==> config.mk <==
export PLATFORM = sky130hd
export DESIGN_NAME = aes256_key_schedule
export DESIGN_NICKNAME = d
export VERILOG_FILES = /design/src/rtl/aes256_key_schedule_pkg.sv /design/src/rtl/aes256_key_expansion_step.sv /design/src/rtl/aes256_key_schedule.sv
export SDC_FILE = /design/constraint.sdc
export NUM_CORES = 2
export LEC_CHECK = 0
export ABC_CLOCK_PERIOD_IN_PS = 15600
export CAP_MARGIN = 20
export CELL_PAD_IN_SITES_DETAIL_PLACEMENT = 1
export CELL_PAD_IN_SITES_GLOBAL_PLACEMENT = 1
export CORE_ASPECT_RATIO = 0.9
export CORE_MARGIN = 4
export CORE_UTILIZATION = 45
export CTS_BUF_LIST = sky130_fd_sc_hd__clkbuf_2 sky130_fd_sc_hd__clkbuf_4 sky130_fd_sc_hd__clkbuf_8
export DETAILED_ROUTE_END_ITERATION = 10
export PLACE_DENSITY = 0.77
export SLEW_MARGIN = 20
export SYNTH_ARGS = -nofsm -noshare
export SYNTH_HDL_FRONTEND = slang
export SYNTH_HIERARCHICAL = 1
export SYNTH_SLANG_ARGS = --single-unit
==> constraint.sdc <==
create_clock -name Clk -period 15.6 [get_ports Clk]
set_clock_uncertainty 0.05 [all_clocks]
set_input_delay 3.12 -clock Clk [delete_from_list [all_inputs] [get_ports Clk]]
set_output_delay 3.12 -clock Clk [all_outputs]
set_load 0.01 [all_outputs]
==> src/rtl/aes256_key_schedule_pkg.sv <==
// aes256_key_schedule_pkg: shared AES constants, S-box table and key-schedule state type.
// No ports. Byte 0 of every key or word sits in the least significant bits.
`ifndef AES_DEFINES_SVH
`define AES_DEFINES_SVH
`define AES256_KEY_LENGTH 256
`define AES_BLOCK_SIZE 128
`define AES_WORD_SIZE 32
`define AES_1ST_WORD 31:0
`define AES_2ND_WORD 63:32
`define AES_3RD_WORD 95:64
`define AES_4TH_WORD 127:96
`define AES_5TH_WORD 159:128
`define AES_6TH_WORD 191:160
`define AES_7TH_WORD 223:192
`define AES_8TH_WORD 255:224
`define AES_RCON_01 32'h00000001
`define AES_RCON_02 32'h00000002
`define AES_RCON_03 32'h00000004
`define AES_RCON_04 32'h00000008
`define AES_RCON_05 32'h00000010
`define AES_RCON_06 32'h00000020
`define AES_RCON_07 32'h00000040
`endif

package aes256_key_schedule_pkg;
    localparam int KEY_W = `AES256_KEY_LENGTH;
    localparam int BLK_W = `AES_BLOCK_SIZE;
    localparam int WORD_W = `AES_WORD_SIZE;
    localparam int AES256_NUM_ROUND_KEYS = 15;
    typedef enum logic [1:0] {IDLE, EXPAND, LOADED, STREAM} key_sched_state_t;
    // Entry n is selected by rcon index n; entry 0 is never used.
    localparam logic [7:0][WORD_W-1:0] AES_RCON = {`AES_RCON_07, `AES_RCON_06, `AES_RCON_05,
        `AES_RCON_04, `AES_RCON_03, `AES_RCON_02, `AES_RCON_01, 32'h0};
    // Element 0 occupies the most significant byte, so AES_SBOX[x] is S(x).
    localparam logic [0:255][7:0] AES_SBOX = {
        128'h637c777bf26b6fc53001672bfed7ab76,
        128'hca82c97dfa5947f0add4a2af9ca472c0,
        128'hb7fd9326363ff7cc34a5e5f171d83115,
        128'h04c723c31896059a071280e2eb27b275,
        128'h09832c1a1b6e5aa0523bd6b329e32f84,
        128'h53d100ed20fcb15b6acbbe394a4c58cf,
        128'hd0efaafb434d338545f9027f503c9fa8,
        128'h51a3408f929d38f5bcb6da2110fff3d2,
        128'hcd0c13ec5f974417c4a77e3d645d1973,
        128'h60814fdc222a908846eeb814de5e0bdb,
        128'he0323a0a4906245cc2d3ac629195e479,
        128'he7c8376d8dd54ea96c56f4ea657aae08,
        128'hba78252e1ca6b4c6e8dd741f4bbd8b8a,
        128'h703eb5664803f60e613557b986c11d9e,
        128'he1f8981169d98e949b1e87e9ce5528df,
        128'h8ca1890dbfe6426841992d0fb054bb16};
endpackage

==> src/rtl/aes256_key_expansion_step.sv <==
// aes256_key_expansion_step: one combinational AES-256 key-expansion step.
// Ports: Input_key = 256-bit window {rk[r-1], rk[r-2]}, Round = r (2..14),
//        Output_key = rk[r]. Also holds the byte S-box used by the step.
module aes_sbox
    import aes256_key_schedule_pkg::*;
(
    input  logic [7:0] in_i,
    output logic [7:0] out_o
);
    assign out_o = AES_SBOX[in_i];
endmodule

module aes256_key_expansion_step
    import aes256_key_schedule_pkg::*;
(
    input  logic [KEY_W-1:0]  Input_key,
    input  logic [3:0]        Round,
    output logic [BLK_W-1:0]  Output_key
);
    logic [WORD_W-1:0] w8, sub_in, sub_out, temp;
    assign w8 = Input_key[`AES_8TH_WORD];
    // Byte 0 is in the low bits, so RotWord is a right rotate by one byte here.
    assign sub_in = Round[0] ? w8 : {w8[7:0], w8[31:8]};
    for (genvar i = 0; i < 4; i++) begin : g_sbox
        aes_sbox u_sbox (.in_i(sub_in[8*i+:8]), .out_o(sub_out[8*i+:8]));
    end
    assign temp = Round[0] ? sub_out : sub_out ^ AES_RCON[Round[3:1]];
    assign Output_key[`AES_1ST_WORD] = Input_key[`AES_1ST_WORD] ^ temp;
    assign Output_key[`AES_2ND_WORD] = Input_key[`AES_2ND_WORD] ^ Output_key[`AES_1ST_WORD];
    assign Output_key[`AES_3RD_WORD] = Input_key[`AES_3RD_WORD] ^ Output_key[`AES_2ND_WORD];
    assign Output_key[`AES_4TH_WORD] = Input_key[`AES_4TH_WORD] ^ Output_key[`AES_3RD_WORD];
endmodule

==> src/rtl/aes256_key_schedule.sv <==
// aes256_key_schedule: iterative AES-256 key expansion into a 15-entry round-key buffer,
// streamed forward or reverse over valid/ready.
// Ports: Clk/Rst (sync, active high); Key_valid/Key_ready/Key accept a cipher key;
//        Expanded flags a complete schedule; Stream_start/Stream_reverse request a stream;
//        Rk_valid/Rk_ready/Rk_data/Rk_index/Rk_last present round keys.
module aes256_key_schedule
    import aes256_key_schedule_pkg::*;
#(
    parameter int NUM_ROUNDS = 14
) (
    input  logic             Clk,
    input  logic             Rst,
    input  logic             Key_valid,
    output logic             Key_ready,
    input  logic [KEY_W-1:0] Key,
    output logic             Expanded,
    input  logic             Stream_start,
    input  logic             Stream_reverse,
    output logic             Rk_valid,
    input  logic             Rk_ready,
    output logic [BLK_W-1:0] Rk_data,
    output logic [3:0]       Rk_index,
    output logic             Rk_last
);
    if (NUM_ROUNDS != 14) begin : g_bad_rounds
        $error("aes256_key_schedule supports only NUM_ROUNDS = 14");
    end
    localparam logic [3:0] LAST_IDX = 4'(NUM_ROUNDS);
    key_sched_state_t state_q, state_d;
    logic [KEY_W-1:0] win_q, win_d;
    // Round counter while expanding, stream index while streaming.
    logic [3:0] idx_q, idx_d;
    logic rev_q, rev_d;
    logic [BLK_W-1:0] buf_q [AES256_NUM_ROUND_KEYS];
    logic [BLK_W-1:0] step_key;
    logic key_hs;
    aes256_key_expansion_step u_step (.Input_key(win_q), .Round(idx_q), .Output_key(step_key));
    assign Key_ready = (state_q == IDLE) || (state_q == LOADED);
    assign Expanded = (state_q == LOADED) || (state_q == STREAM);
    assign Rk_valid = (state_q == STREAM);
    assign Rk_index = Rk_valid ? idx_q : 4'd0;
    assign Rk_data = Rk_valid ? buf_q[idx_q] : '0;
    assign Rk_last = Rk_valid && (rev_q ? idx_q == 4'd0 : idx_q == LAST_IDX);
    assign key_hs = Key_valid && Key_ready;
    always_comb begin
        state_d = state_q;
        win_d = win_q;
        idx_d = idx_q;
        rev_d = rev_q;
        unique case (state_q)
            IDLE, LOADED: begin
                // A key handshake wins over a simultaneous stream request.
                if (key_hs) begin
                    state_d = EXPAND;
                    win_d = Key;
                    idx_d = 4'd2;
                end else if (state_q == LOADED && Stream_start) begin
                    state_d = STREAM;
                    rev_d = Stream_reverse;
                    idx_d = Stream_reverse ? LAST_IDX : 4'd0;
                end
            end
            EXPAND: begin
                win_d = {step_key, win_q[KEY_W-1:BLK_W]};
                idx_d = idx_q + 4'd1;
                state_d = (idx_q == LAST_IDX) ? LOADED : EXPAND;
            end
            STREAM: begin
                if (Rk_ready) begin
                    idx_d = rev_q ? idx_q - 4'd1 : idx_q + 4'd1;
                    state_d = Rk_last ? LOADED : STREAM;
                end
            end
            default: state_d = IDLE;
        endcase
    end
    always_ff @(posedge Clk) begin
        if (Rst) begin
            state_q <= IDLE;
            idx_q <= 4'd0;
            rev_q <= 1'b0;
        end else begin
            state_q <= state_d;
            idx_q <= idx_d;
            rev_q <= rev_d;
        end
    end
    always_ff @(posedge Clk) begin
        win_q <= win_d;
        if (key_hs) begin
            buf_q[0] <= Key[BLK_W-1:0];
            buf_q[1] <= Key[KEY_W-1:BLK_W];
        end else if (state_q == EXPAND) begin
            buf_q[idx_q] <= step_key;
        end
    end
endmodule

==> impl_results.md <==
* Status: complete, no violations
* Vias/cell at 6.449
* Mapped Nets at 8240
* CP dominant cell by count: buf_4
* Number of synthesized flops with an enable pin at 2304
* #FFs+latches synth at 2315
* Crit-path leading delay family: buffers and inverters
* Arr. time, crit path at 6.07 ns
* Chip Width at 525.2 um
* CP Max Fanout at 62
* I/O Buffers at 397
* VDD IR-drop max at 0.1032 mV
* Final Core Density at 0.5137
* Placed cell areas at 115400 um2
* Cell count after synthesis at 7913
* Area of the multi-input gates at 36480 um2
* Hold_buf cts at 0
* Worst path buffer plus inverter count at 4
* CP max stage delay at 0.96 ns
* Die ar. at 248700 um2
* Final Max Slew Viols at 0
* Total Wirelength at 410500 um
* Tot GR Track Use at 0.3212
* Vias at 75.93k
* DRC at 0
* CTS clk-pin slew, worst paths at 0.06 ns
* Leak pwr at 41.48 nW
* Synth area leaders: edfxtp_1, mux2i_1, nand2_1
* Clock Latency Late Sink at 1.02 ns
* TritonCTS Buffers at 373
* Minimum clock period at 9.238 ns
* Syn avg cell area at 13.69 um2
* Post-synth top area share at 0.6387
* Commonest non-fill, non-tap cells in the layout: edfxtp_1, nand2_1, mux2i_1
* Fmax at 108.3 MHz
* Measured slew at the worst slew-check pin at 1.328 ns
* Post-DP HPWL at 248600 um
* Drt first pass iters at 6
* Commonest non-fill, non-tap cell in the layout: edfxtp_1
* Clock buffer depth at 4
* Synth warnings at 6
* Synthesized area at 108300 um2
* Initial Util at 0.4531
* Worst setup path class: reg -> out
* IO Pins at 398
* CTS tree: done
* Power density cells at 177.4 nW/um2
* Req. time, crit path at 12.43 ns
* Total grt overflow at 0
* Post_cts resized at 0
* Postcts setup bufs at 0
* Async SR Flop Fraction at 0
* Final period util at 0.5922
* Core region area at 239100 um2
* Detailed Route Iter0 Violations at 9642
* RSZ-0062 raised after global routing: no
* Worst path slowest cell: buf_4
* Critical-path cell list: buf_4 > buf_4 > buf_4 > mux2i_1 > a22oi_1 > nand2_1 > o22ai_1 > clkdlybuf4s50_1
* Biggest area consumer among synthesized cells: edfxtp_1
* CTS sink count at 2315
* Die H at 473.5 um
* Root Buffer: clkbuf_8
* Wire per inst at 34.86 um
* GP Congestion at 0.9868
* Post-route cell area at 122800 um2
* Tightest Hold Check Type: reg -> reg
* Initial antenna violation count at 43
* Max Cap Viol at 0
* Vias in the first global route at 78.09k
* H-tree depth at 5
* Largest net degree at the start of global routing at 131
* Layout Nets at 8625
* Share of cells above drive strength 1 at 0.1462
* Register area share after synthesis at 0.6407
* Rows at 170
* Yosys cell types at 92
* Reg area at 69410 um2
* Final hold violation count at 0
* Post-DRT Antenna Nets at 0
* Setup TNS at 0 ns
* Max-slew headroom at 0.1149
* Area growth from synthesis to final layout at 13.37%
* Global-route wire length before repair at 580400 um
* Filler cell count at 23.58k
* Crit end category: output pin
* Setup-failing EPs final at 0
* CP Launch Type: flip-flop
* Ys flop type: edfxtp_1
stage by stage:
step	total power [mW]	hold slack, ns	setup WS (ns)	std cells
3_3_place_gp	16.26	0.4371	7.583	11100
5_1_grt	22.52	0.4546	6.120	11760
2_1_floorplan	13.29	0.4336	1.611	7913
3_5_place_dp	16.54	0.4475	7.517	11100
4_1_cts	21.58	0.4197	6.323	11760
6_report	21.79	0.4483	6.362	11770
final cells by class:
type	count	area share
Antenna cell	17	0.0003464
Clock buffer	510	0.05053
Clock inverter	142	0.006255
Inverter	61	0.001905
Multi-Input combinational cell	4942	0.2970
Sequential cell	2315	0.5652
Tap cell	3182	0.03242
Timing Repair Buffer	605	0.04631
routing by layer:
metal	up-vias	track usage	part of all wire
li1	31330	-	-
met1	39370	0.4369	0.40
met2	4320	0.4989	0.45
met5	-	0	0.00057
met4	36	0.1439	0.049
met3	861	0.06763	0.098
state kept, by name (all words and copies together) (netlist names), named ones only:
register / count
rev_q: 1
state_q: 2
win_q: 256
buf_q: 2048
idx_q: 4
cell usage after synthesis, types with 54 or more instances:
library cell	count
nand2_1	1176
nor2_1	159
nand3_1	104
o21ai_1	80
nor3_1	86
a211oi_1	65
a22oi_1	512
mux2i_1	1041
edfxtp_1	2304
nand2b_1	64
o22ai_1	144
clkbuf_1	263
ha_1	65
xor2_1	88
buf_4	54
o211ai_1	65
mux2_2	297
o21ai_0	131
buf_2	194
a21oi_1	179
cells by family after synthesis:
group | count (synthesis) | synth area share
DFF | 2315 | 0.6407
and+or+nand+nor | 1825 | 0.07454
AOI/OAI and AO/OA | 1554 | 0.1007
muxes | 1350 | 0.1292
buffers and inverters | 656 | 0.03028
xor gates and xnor gates | 148 | 0.01705
adders and majority gates | 65 | 0.007508
where the power goes:
group | total (mW) | switching, mW | leakage [nW] | internal (mW)
Sequential | 9.19 | 0.201 | 21.2 | 8.99
Clock | 5.07 | 2.45 | 3.71 | 2.62
Combinational | 7.53 | 5.64 | 16.5 | 1.89
Total | 21.8 | 8.28 | 41.5 | 13.5
path summary, 6_finish.rpt:
| kind | startpoint | end | slack (ns) | cells past startpoint |
|---|---|---|---|---|
| hold reg to reg | win_q[131]$_DFFE_PP_ | win_q[3]$_DFFE_PP_ | 0.45 | 2 |
| hold / removal | win_q[131]$_DFFE_PP_ | win_q[3]$_DFFE_PP_ | 0.45 | 2 |
| setup / recovery | flip-flop | Rk_data[87] | 6.36 | 8 |
| setup reg to reg | idx_q[0]$_SDFFE_PP0P_ | buf_q[1][103]$_DFFE_PP_ | 7.78 | 13 |
tightest hold or removal path, cell delays in order (launching register included):
cell,delay (ns)
edfxtp_1,0.32
nand2_1,0.05
nand2_1,0.05
Power figures use the tool's default switching activity.
